[src/rtl/game_fsm.sv]
// game_fsm: Pong game-flow controller tracking serve, play, scoring and game over.
module game_fsm #(
  parameter int WIN_SCORE   = 9,
  parameter int SERVE_TICKS = 60,
  parameter int HOR_PIXELS  = 640,
  parameter int BALL_SIZE   = 8,
  parameter int LEFT_LIMIT  = 8,
  parameter int RIGHT_LIMIT = HOR_PIXELS - BALL_SIZE - 8
) (
  input  logic        clk,
  input  logic        rst,
  input  logic        timing_tick,
  input  logic        start_btn,
  input  logic [10:0] x_ball,
  output logic [1:0]  state,
  output logic [3:0]  score_left,
  output logic [3:0]  score_right,
  output logic        point_scored,
  output logic        winner_left
);
  typedef enum logic [1:0] {START = 2'd0, PLAY = 2'd1, SERVE = 2'd2, GAME_OVER = 2'd3} state_t;
  state_t     state_q, state_d;
  logic [3:0] score_l_q, score_l_d, score_r_q, score_r_d;
  logic [7:0] cnt_q, cnt_d;
  logic       point_q, point_d, winner_q, winner_d, prev_q;
  logic       start_edge, out_l, out_r;
  logic [3:0] inc_l, inc_r;
  assign start_edge = start_btn & ~prev_q;
  assign out_l = x_ball <= 11'(LEFT_LIMIT);
  assign out_r = x_ball >= 11'(RIGHT_LIMIT);
  assign inc_l = score_l_q + 4'd1;
  assign inc_r = score_r_q + 4'd1;
  always_comb begin
    state_d   = state_q;
    score_l_d = score_l_q;
    score_r_d = score_r_q;
    cnt_d     = cnt_q;
    winner_d  = winner_q;
    point_d   = 1'b0;
    case (state_q)
      START, GAME_OVER: if (start_edge) begin
        state_d   = SERVE;
        score_l_d = 4'd0;
        score_r_d = 4'd0;
        winner_d  = 1'b0;
        cnt_d     = 8'd0;
      end
      SERVE: if (timing_tick) begin
        state_d = (cnt_q == 8'(SERVE_TICKS - 1)) ? PLAY : SERVE;
        cnt_d   = (cnt_q == 8'(SERVE_TICKS - 1)) ? cnt_q : cnt_q + 8'd1;
      end
      default: if (timing_tick && (out_l || out_r)) begin
        // Left boundary wins ties so a mis-set limit pair still scores once.
        point_d   = 1'b1;
        cnt_d     = 8'd0;
        score_r_d = out_l ? inc_r : score_r_q;
        score_l_d = out_l ? score_l_q : inc_l;
        winner_d  = ~out_l;
        state_d   = ((out_l ? inc_r : inc_l) == 4'(WIN_SCORE)) ? GAME_OVER : SERVE;
        winner_d  = (state_d == GAME_OVER) ? ~out_l : winner_q;
      end
    endcase
  end
  always_ff @(posedge clk) begin
    if (rst) begin
      state_q   <= START;
      score_l_q <= 4'd0;
      score_r_q <= 4'd0;
      cnt_q     <= 8'd0;
      point_q   <= 1'b0;
      winner_q  <= 1'b0;
      prev_q    <= 1'b1;
    end else begin
      state_q   <= state_d;
      score_l_q <= score_l_d;
      score_r_q <= score_r_d;
      cnt_q     <= cnt_d;
      point_q   <= point_d;
      winner_q  <= winner_d;
      prev_q    <= start_btn;
    end
  end
  assign state        = state_q;
  assign score_left   = score_l_q;
  assign score_right  = score_r_q;
  assign point_scored = point_q;
  assign winner_left  = winner_q;
endmodule
[config.mk]
export PLATFORM = sky130hd
export DESIGN_NAME = game_fsm
export DESIGN_NICKNAME = d
export VERILOG_FILES = /design/src/rtl/game_fsm.sv
export SDC_FILE = /design/constraint.sdc
export NUM_CORES = 1
export LEC_CHECK = 0
export CORE_MARGIN = 2
export CORE_UTILIZATION = 35
export CTS_CLUSTER_SIZE = 10
export DETAILED_ROUTE_END_ITERATION = 10
export SLEW_MARGIN = 20
export SYNTH_ARGS = -nofsm -noshare
export SYNTH_HDL_FRONTEND = slang
export SYNTH_SLANG_ARGS = --single-unit
[constraint.sdc]
create_clock -name clk -period 1.9 [get_ports clk]
set_input_delay 0.19 -clock clk [delete_from_list [all_inputs] [get_ports clk]]
set_output_delay 0.19 -clock clk [all_outputs]
set_load 0.03 [all_outputs]
==> impl_results.md, run 1 <==
* H-tree depth at 1
* GPL Wtd Cong at 0.792
* Die Span Y at 66.0 um
* FP Rows at 22
* Skew final at 0.00811 ns
* Synth-to-layout area growth at 37.2%
* Clock insertion delay at the later pin of the skew report at 0.27 ns
* Pwr dens at 953 mW/mm^2
* I/O pins at 27
* Worst slew pin tran at 0.380 ns
* Outcome: finished, final reports clean
* Yosys reg bits at 21
* DIE AREA at 0.00436 mm^2
* Number of global-route vias before repair at 1,251
* Internal Power at 1.10 mW
* Post-CTS setup buffer count at 0
* Max-Cap Viols at 0
* Crit path time final at 1.77 ns
* Residual DRC at 0
* Clk pwr share at 17.3%
* Switching power at 663 uW
* Crit path capture type: flop
* Synthesized Nets at 170
* Crit Path Max Fanout at 6
* EDFF count, synth at 0
* Main synth FF type: dfxtp_1
* Wirelength, routed at 3470 um
* Asr flop ratio synth at 0%
* Sequential Power Share at 29.0%
* Final Hold Viols at 0
* Max clock buf depth at 2
* Grt ovf at 0
* F_max at 0.564 GHz
* Seq/Total Area, Yosys at 31.2%
* WP data required at 2.05 ns
* Syn avg cell area at 8.98 um^2
* Combinational Power Share at 53.8%
* Top Usage Layer GRT: met2
* Lkg Pwr at 0.621 nW
* Global-route wire length before repair at 5840 um
* Routed vias/inst at 5.69
* I/O Buffers at 26
* Fin nets at 212
* Crit path DAT at 1.92 ns
* RSZ-0062 raised after global routing: no
* DIE WIDTH at 66.0 um
* CTS root buffer: clkbuf_8
* VDD IR max at 0.524 mV
* Synthesized cell area at 0.00135 mm^2
* Initial Utilization at 36.5%
* Initial antenna violation count at 0
* Hold Slack at 0.483 ns
* Inserted Clock Buffers at 3
* Mapped Cells at 150
* GRT met3 Usage at 3.24%
* Global Route met2 Usage at 28.3%
* Worst Setup Path Type: reg -> reg
* Hpwl dp at 2630 um
* Count of warnings emitted by yosys at 0
* Total power at 1.76 mW
* Final core occ at 50.1%
* Final Cycle Share at 93.4%
* GR Util All Layers at 17.3%
* R2R setup slack at 0.13 ns
* CTS tree: done
* Pre-antenna DRT Iters at 4
* Fillers at 367
* CP startpoint kind: flop
* CTS sink cnt at 21
* Largest net degree at the start of global routing at 20
* # setup viols final at 0
* Share of layout cells above drive strength 1 at 20.9%
* Routed via count at 1,360
* Wirelength per Cell at 14.5 um
* Max-slew violations at 0
* Hold WC Path Type: reg -> reg
* CTS clock-pin slew for the worst setup and hold paths at 0.08 ns
* Unique masters post-synth at 58
* Slew HR at 74.3%
* Remaining antenna violation count at 0
* # diodes at 0
* Sw frac at 37.7%
* Met1 usage at 22.8%
* Core area at 0.00369 mm^2
* Iter 0 DRT Violations at 66
timing repair:
item,in CTS,in global routing
cloned,0,0
setup endpoints to repair,1,7
resized for setup,1,3
hold buffers,0,0
through the flow:
step | cells | setup TNS [ns] | setup slack [ns] | area, um^2
after floorplan | 150 | 0 | 0.00466 | 1350
after global placement | 235 | -0.0565 | -0.0276 | 1780
after detailed placement | 235 | -0.273 | -0.0755 | 1780
after CTS | 239 | 0 | 0.0638 | 1830
after global routing | 239 | 0 | 0.00832 | 1850
final | 239 | 0 | 0.125 | 1850
cell usage in the layout (no fill, tap or decap), types with 4 or more instances in the layout:
master / netlist / routed
nand3_1: 12 / 12
buf_4: 1 / 15
ha_1: 5 / 4
a31oi_1: 4 / 4
dfxtp_1: 21 / 19
nand2_1: 8 / 8
clkdlybuf4s50_1: 0 / 26
inv_1: 7 / 7
nand2b_1: 5 / 5
a21oi_1: 9 / 9
nor2_1: 7 / 6
a311oi_1: 5 / 5
logic make-up (layout without fill, tap and decap cells):
| kind of cell | after synthesis | in the layout | share of synthesized area [%] |
|---|---|---|---|
| AND/OR/NAND/NOR | 56 | 56 | 25.0 |
| AO/OA/AOI/OAI | 51 | 51 | 31.3 |
| flip-flops | 21 | 21 | 31.2 |
| buffers and inverters | 12 | 53 | 3.72 |
| adder cells (fa/ha/maj) | 5 | 5 | 4.65 |
| multiplexers | 3 | 3 | 2.79 |
| XOR/XNOR | 2 | 2 | 1.30 |
layer usage:
metal  vias to the layer above  wire, um
met3                         4       149
met2                        30      1640
met4                         0        29
li1                        673         -
met5                         -         0
met1                       653      1660
state kept, by name (all words and copies together) (netlist names):
signal,cells
cnt_q,8
score_left,4
score_right,4
state,2
point_scored,1
prev_q,1
winner_left,1
critical path, stage by stage, from the launching register on:
cell and delay, ns:
dfxtp_1 0.42, ha_1 0.27, or3b_1 0.41, o211a_1 0.23, a211oi_1 0.19, o32ai_1 0.13
power groups by stage:
stage	clock network, mW	registers, mW	logic [mW]
after floorplan	0	0.556	0.464
after global placement	0	0.513	0.877
after global routing	0.333	0.513	1.02
final	0.304	0.509	0.946
after CTS	0.315	0.505	0.900
after detailed placement	0	0.515	0.887
layout make-up:
cell class                      instances  area (um^2)  share of cell area [%]
Clock buffer                            4         45.0                    2.44
Inverter                                7         26.3                    1.42
Multi-Input combinational cell        117          897                    48.6
Sequential cell                        21          425                    23.0
Tap cell                               48         60.1                    3.25
Timing Repair Buffer                   42          393                    21.3
synthesized netlist by cell type, types with 2 or more instances:
| cell | count | area (um^2) |
|---|---|---|
| o21ai_1 | 3 | 15.0 |
| and3_1 | 2 | 12.5 |
| o31a_1 | 2 | 17.5 |
| a31oi_1 | 4 | 25.0 |
| or2_2 | 2 | 12.5 |
| a211o_1 | 2 | 17.5 |
| a211oi_1 | 2 | 15.0 |
| or3_1 | 3 | 18.8 |
| nand2b_1 | 5 | 31.3 |
| clkbuf_1 | 3 | 11.3 |
| inv_1 | 7 | 26.3 |
| ha_1 | 5 | 62.6 |
| o211ai_1 | 3 | 22.5 |
| a21oi_2 | 2 | 17.5 |
| o21ai_0 | 3 | 15.0 |
| nor3_1 | 2 | 10.0 |
| nor2_1 | 7 | 26.3 |
| a21oi_1 | 9 | 45.0 |
| a311oi_2 | 3 | 45.0 |
| dfxtp_1 | 21 | 420 |
| a311oi_1 | 5 | 43.8 |
| nand3_1 | 12 | 60.1 |
| nand2_1 | 8 | 30.0 |
worst paths after layout:
check                 from           to  cells past startpoint
max          score_left[0]  winner_left                      5
min               cnt_q[7]     cnt_q[7]                      1
max reg2reg  score_left[0]  winner_left                      5
min reg2reg       cnt_q[7]     cnt_q[7]                      1
No activity file was read; power rests on OpenSTA's default activity.
==> run 2: changes to the inputs <==
--- a/config.mk
+++ b/config.mk
@@ -5,7 +5,7 @@
 export SDC_FILE = /design/constraint.sdc
 export NUM_CORES = 1
 export LEC_CHECK = 0
-export CORE_MARGIN = 2
+export CAP_MARGIN = 20
 export CORE_UTILIZATION = 35
 export CTS_CLUSTER_SIZE = 10
 export DETAILED_ROUTE_END_ITERATION = 10
==> run 2 against run 1 <==
Worst setup slack worse by 0.047 ns. Global-route usage rose by 1.2 points. First-iteration DRC count decreased by 27%. Largest cell class unchanged. Clock skew down 0.0067 ns. Wire length is 2.0% lower. Via count down 2.4%. Final cell count did not move. Sequential power decreased by 0.8%. Count of clock-buffer cells in the layout stayed put. Design area is 0.54% lower. Clock power grew 2%.
==> impl_results.md, run 2 (synthesis results as in run 1) <==
* CP startpoint: state[0]
* Pre-antenna DRT Iters at 4 (unchanged)
* CTS clock-pin slew for the worst setup and hold paths at 0.08 ns (about the same)
* Commonest non-fill, non-tap cell in the layout: clkdlybuf4s50_1
* DIE WIDTH at 64.0 um (-3.0%)
* Residual DRC at 0 (unchanged)
* Clk pwr share at 18.2% (+0.9 points)
* Slew HR at 73.2% (-1.2 points)
* FP Rows at 22 (unchanged)
* Clock insertion delay at the later pin of the skew report at 0.27 ns (about the same)
* Wirelength, routed at 3400 um (-2.0%)
* Core area at 0.00369 mm^2 (unchanged)
* Routed via count at 1,328 (-2.4%)
* WP data required at 2.06 ns (about the same)
* DIE AREA at 0.00410 mm^2 (-6.0%)
* Outcome: finished, final reports clean
* Hold WC Path Type: reg -> reg
* Top reg by flops: cnt_q
* GPL Wtd Cong at 0.799 (+0.88%)
* I/O Buffers at 26 (unchanged)
* Initial antenna violation count at 0 (unchanged)
* Remaining antenna violation count at 0 (unchanged)
* Crit Path Max Fanout at 8 (+2)
* Lkg Pwr at 0.619 nW (-0.36%)
* Hold Crit Depth at 1 (unchanged)
* RSZ-0062 raised after global routing: no
* Grt ovf at 0 (unchanged)
* Crit path time final at 1.82 ns (+0.0474 ns)
* Final Hold Viols at 0 (unchanged)
* Initial Utilization at 36.5% (unchanged)
* R2R setup slack at 0.08 ns (-0.05 ns)
* RR Endpoint: state[1]
* Final core occ at 49.8% (-0.27 points)
* Final Cycle Share at 95.9% (+2.5 points)
* Final setup TNS at 0 ns (unchanged)
* Largest net degree at the start of global routing at 16 (-20%)
* Share of layout cells above drive strength 1 at 20.9% (unchanged)
* Pwr dens at 928 mW/mm^2 (-2.6%)
* Crit path DAT at 1.98 ns (+0.06 ns)
* H-tree depth at 1 (unchanged)
* Internal Power at 1.06 mW (-3.7%)
* CTS root buffer: clkbuf_8
* Inserted Clock Buffers at 3 (unchanged)
* Fin nets at 212 (unchanged)
* Sw frac at 38.1% (+0.41 points)
* Max-slew violations at 0 (unchanged)
* Iter 0 DRT Violations at 48 (-27%)
* # setup viols final at 0 (unchanged)
* Routed vias/inst at 5.56 (-2.4%)
* RR Startpoint: state[0]
* Post-Place Cell Area at 0.00178 mm^2 (unchanged)
* CP startpoint kind: flop
* Commonest cells after routing, fill and taps aside: 26 x clkdlybuf4s50_1, 19 x dfxtp_1, 15 x buf_4
* CP cell instances: inv_1 -> ha_2 -> nand2b_1 -> a22o_1 -> a21oi_4 -> mux2_4
* I/O pins at 27 (unchanged)
* GR Util All Layers at 18.5% (+1.2 points)
* Switching power at 649 uW (-2.0%)
* R2R depth at 6 (+1)
* Global-route wire length before repair at 5870 um (+0.36%)
* Die Span Y at 64.0 um (-3.0%)
* CTS sink cnt at 21 (unchanged)
* Skew final at 0.00146 ns (-0.00665 ns)
* CTS tree: done
* Max reg flops at 8 (unchanged)
* Worst slew pin tran at 0.392 ns (+0.0126 ns)
* VDD IR max at 0.402 mV (-23%)
* Wirelength per Cell at 14.2 um (-2.0%)
* Hold Path End: cnt_q[7]
* Hold Slack at 0.475 ns (-0.00818 ns)
* Max incr delay on CP at 0.40 ns (-0.02 ns)
* Post-CTS setup buffer count at 0 (unchanged)
* HP Start: cnt_q[7]
* Max-Cap Viols at 0 (unchanged)
* Max clock buf depth at 2 (unchanged)
* Sequential Power Share at 29.6% (+0.6 points)
* Crit path capture type: flop
* Combinational Power Share at 52.2% (-1.6 points)
* Final Cell Area at 0.00184 mm^2 (-0.54%)
* # diodes at 0 (unchanged)
* F_max at 0.549 GHz (-2.6%)
* Synth-to-layout area growth at 36.4%
* CP max-delay cell: ha_2
* Number of global-route vias before repair at 1,247 (-0.32%)
* Worst Setup Path Type: reg -> reg
* Hpwl dp at 2570 um (-2.2%)
run 2: worst max-delay path, delay by kind of cell, from the launching register on:
family                     cells  cell delay, ns
AOI/OAI and AO/OA              2            0.51
adders and majority gates      1            0.40
DFF                            1            0.37
muxes                          1            0.32
and+or+nand+nor                1            0.08
buffers and inverters          1            0.05
run 2: cell type report:
| cell class | count | area, um^2 |
|---|---|---|
| clock buffer | 4 | 45.0 |
| inverter | 7 | 26.3 |
| timing repair buffer | 42 | 393 |
| tap | 48 | 60.1 |
| fill | 359 | 1850 |
| multi-input combinational | 117 | 887 |
| sequential | 21 | 425 |
run 2: metal layers:
metal | vias to the layer above | part of all wire [%] | track usage (%)
li1 | 669 | - | -
met1 | 623 | 47 | 23.2
met2 | 32 | 48 | 30.1
met3 | 4 | 4.5 | 4.82
met4 | 0 | 1.1 | 7.10
met5 | - | 0 | 0
run 2: worst max-delay path by stage:
stage,endpoint
after global placement,score_left[2]
after detailed placement,score_left[2]
after global routing,state[1]
final,state[1]
after floorplan,state[1]
after CTS,score_left[3]
run 2: power groups by stage:
| stage | Sequential [mW] | Clock (mW) | Combinational (mW) |
|---|---|---|---|
| final | 0.505 | 0.310 | 0.890 |
| after global routing | 0.510 | 0.334 | 0.963 |
| after CTS | 0.504 | 0.319 | 0.869 |
| after detailed placement | 0.513 | 0 | 0.864 |
| after global placement | 0.513 | 0 | 0.850 |
| after floorplan | 0.556 | 0 | 0.464 |
run 2: repair_timing:
item / in CTS / in global routing
hold buffers: 0 / 0
setup endpoints to repair: 0 / 8
resized for setup: 0 / 3
run 2: through the flow:
step	std cells	power [mW]	setup slack (ns)
6_report	239	1.70	0.0780
4_1_cts	239	1.69	0.0183
3_3_place_gp	235	1.36	-0.0302
3_5_place_dp	235	1.38	-0.0429
2_1_floorplan	150	1.02	0.00466
5_1_grt	239	1.81	0.0255
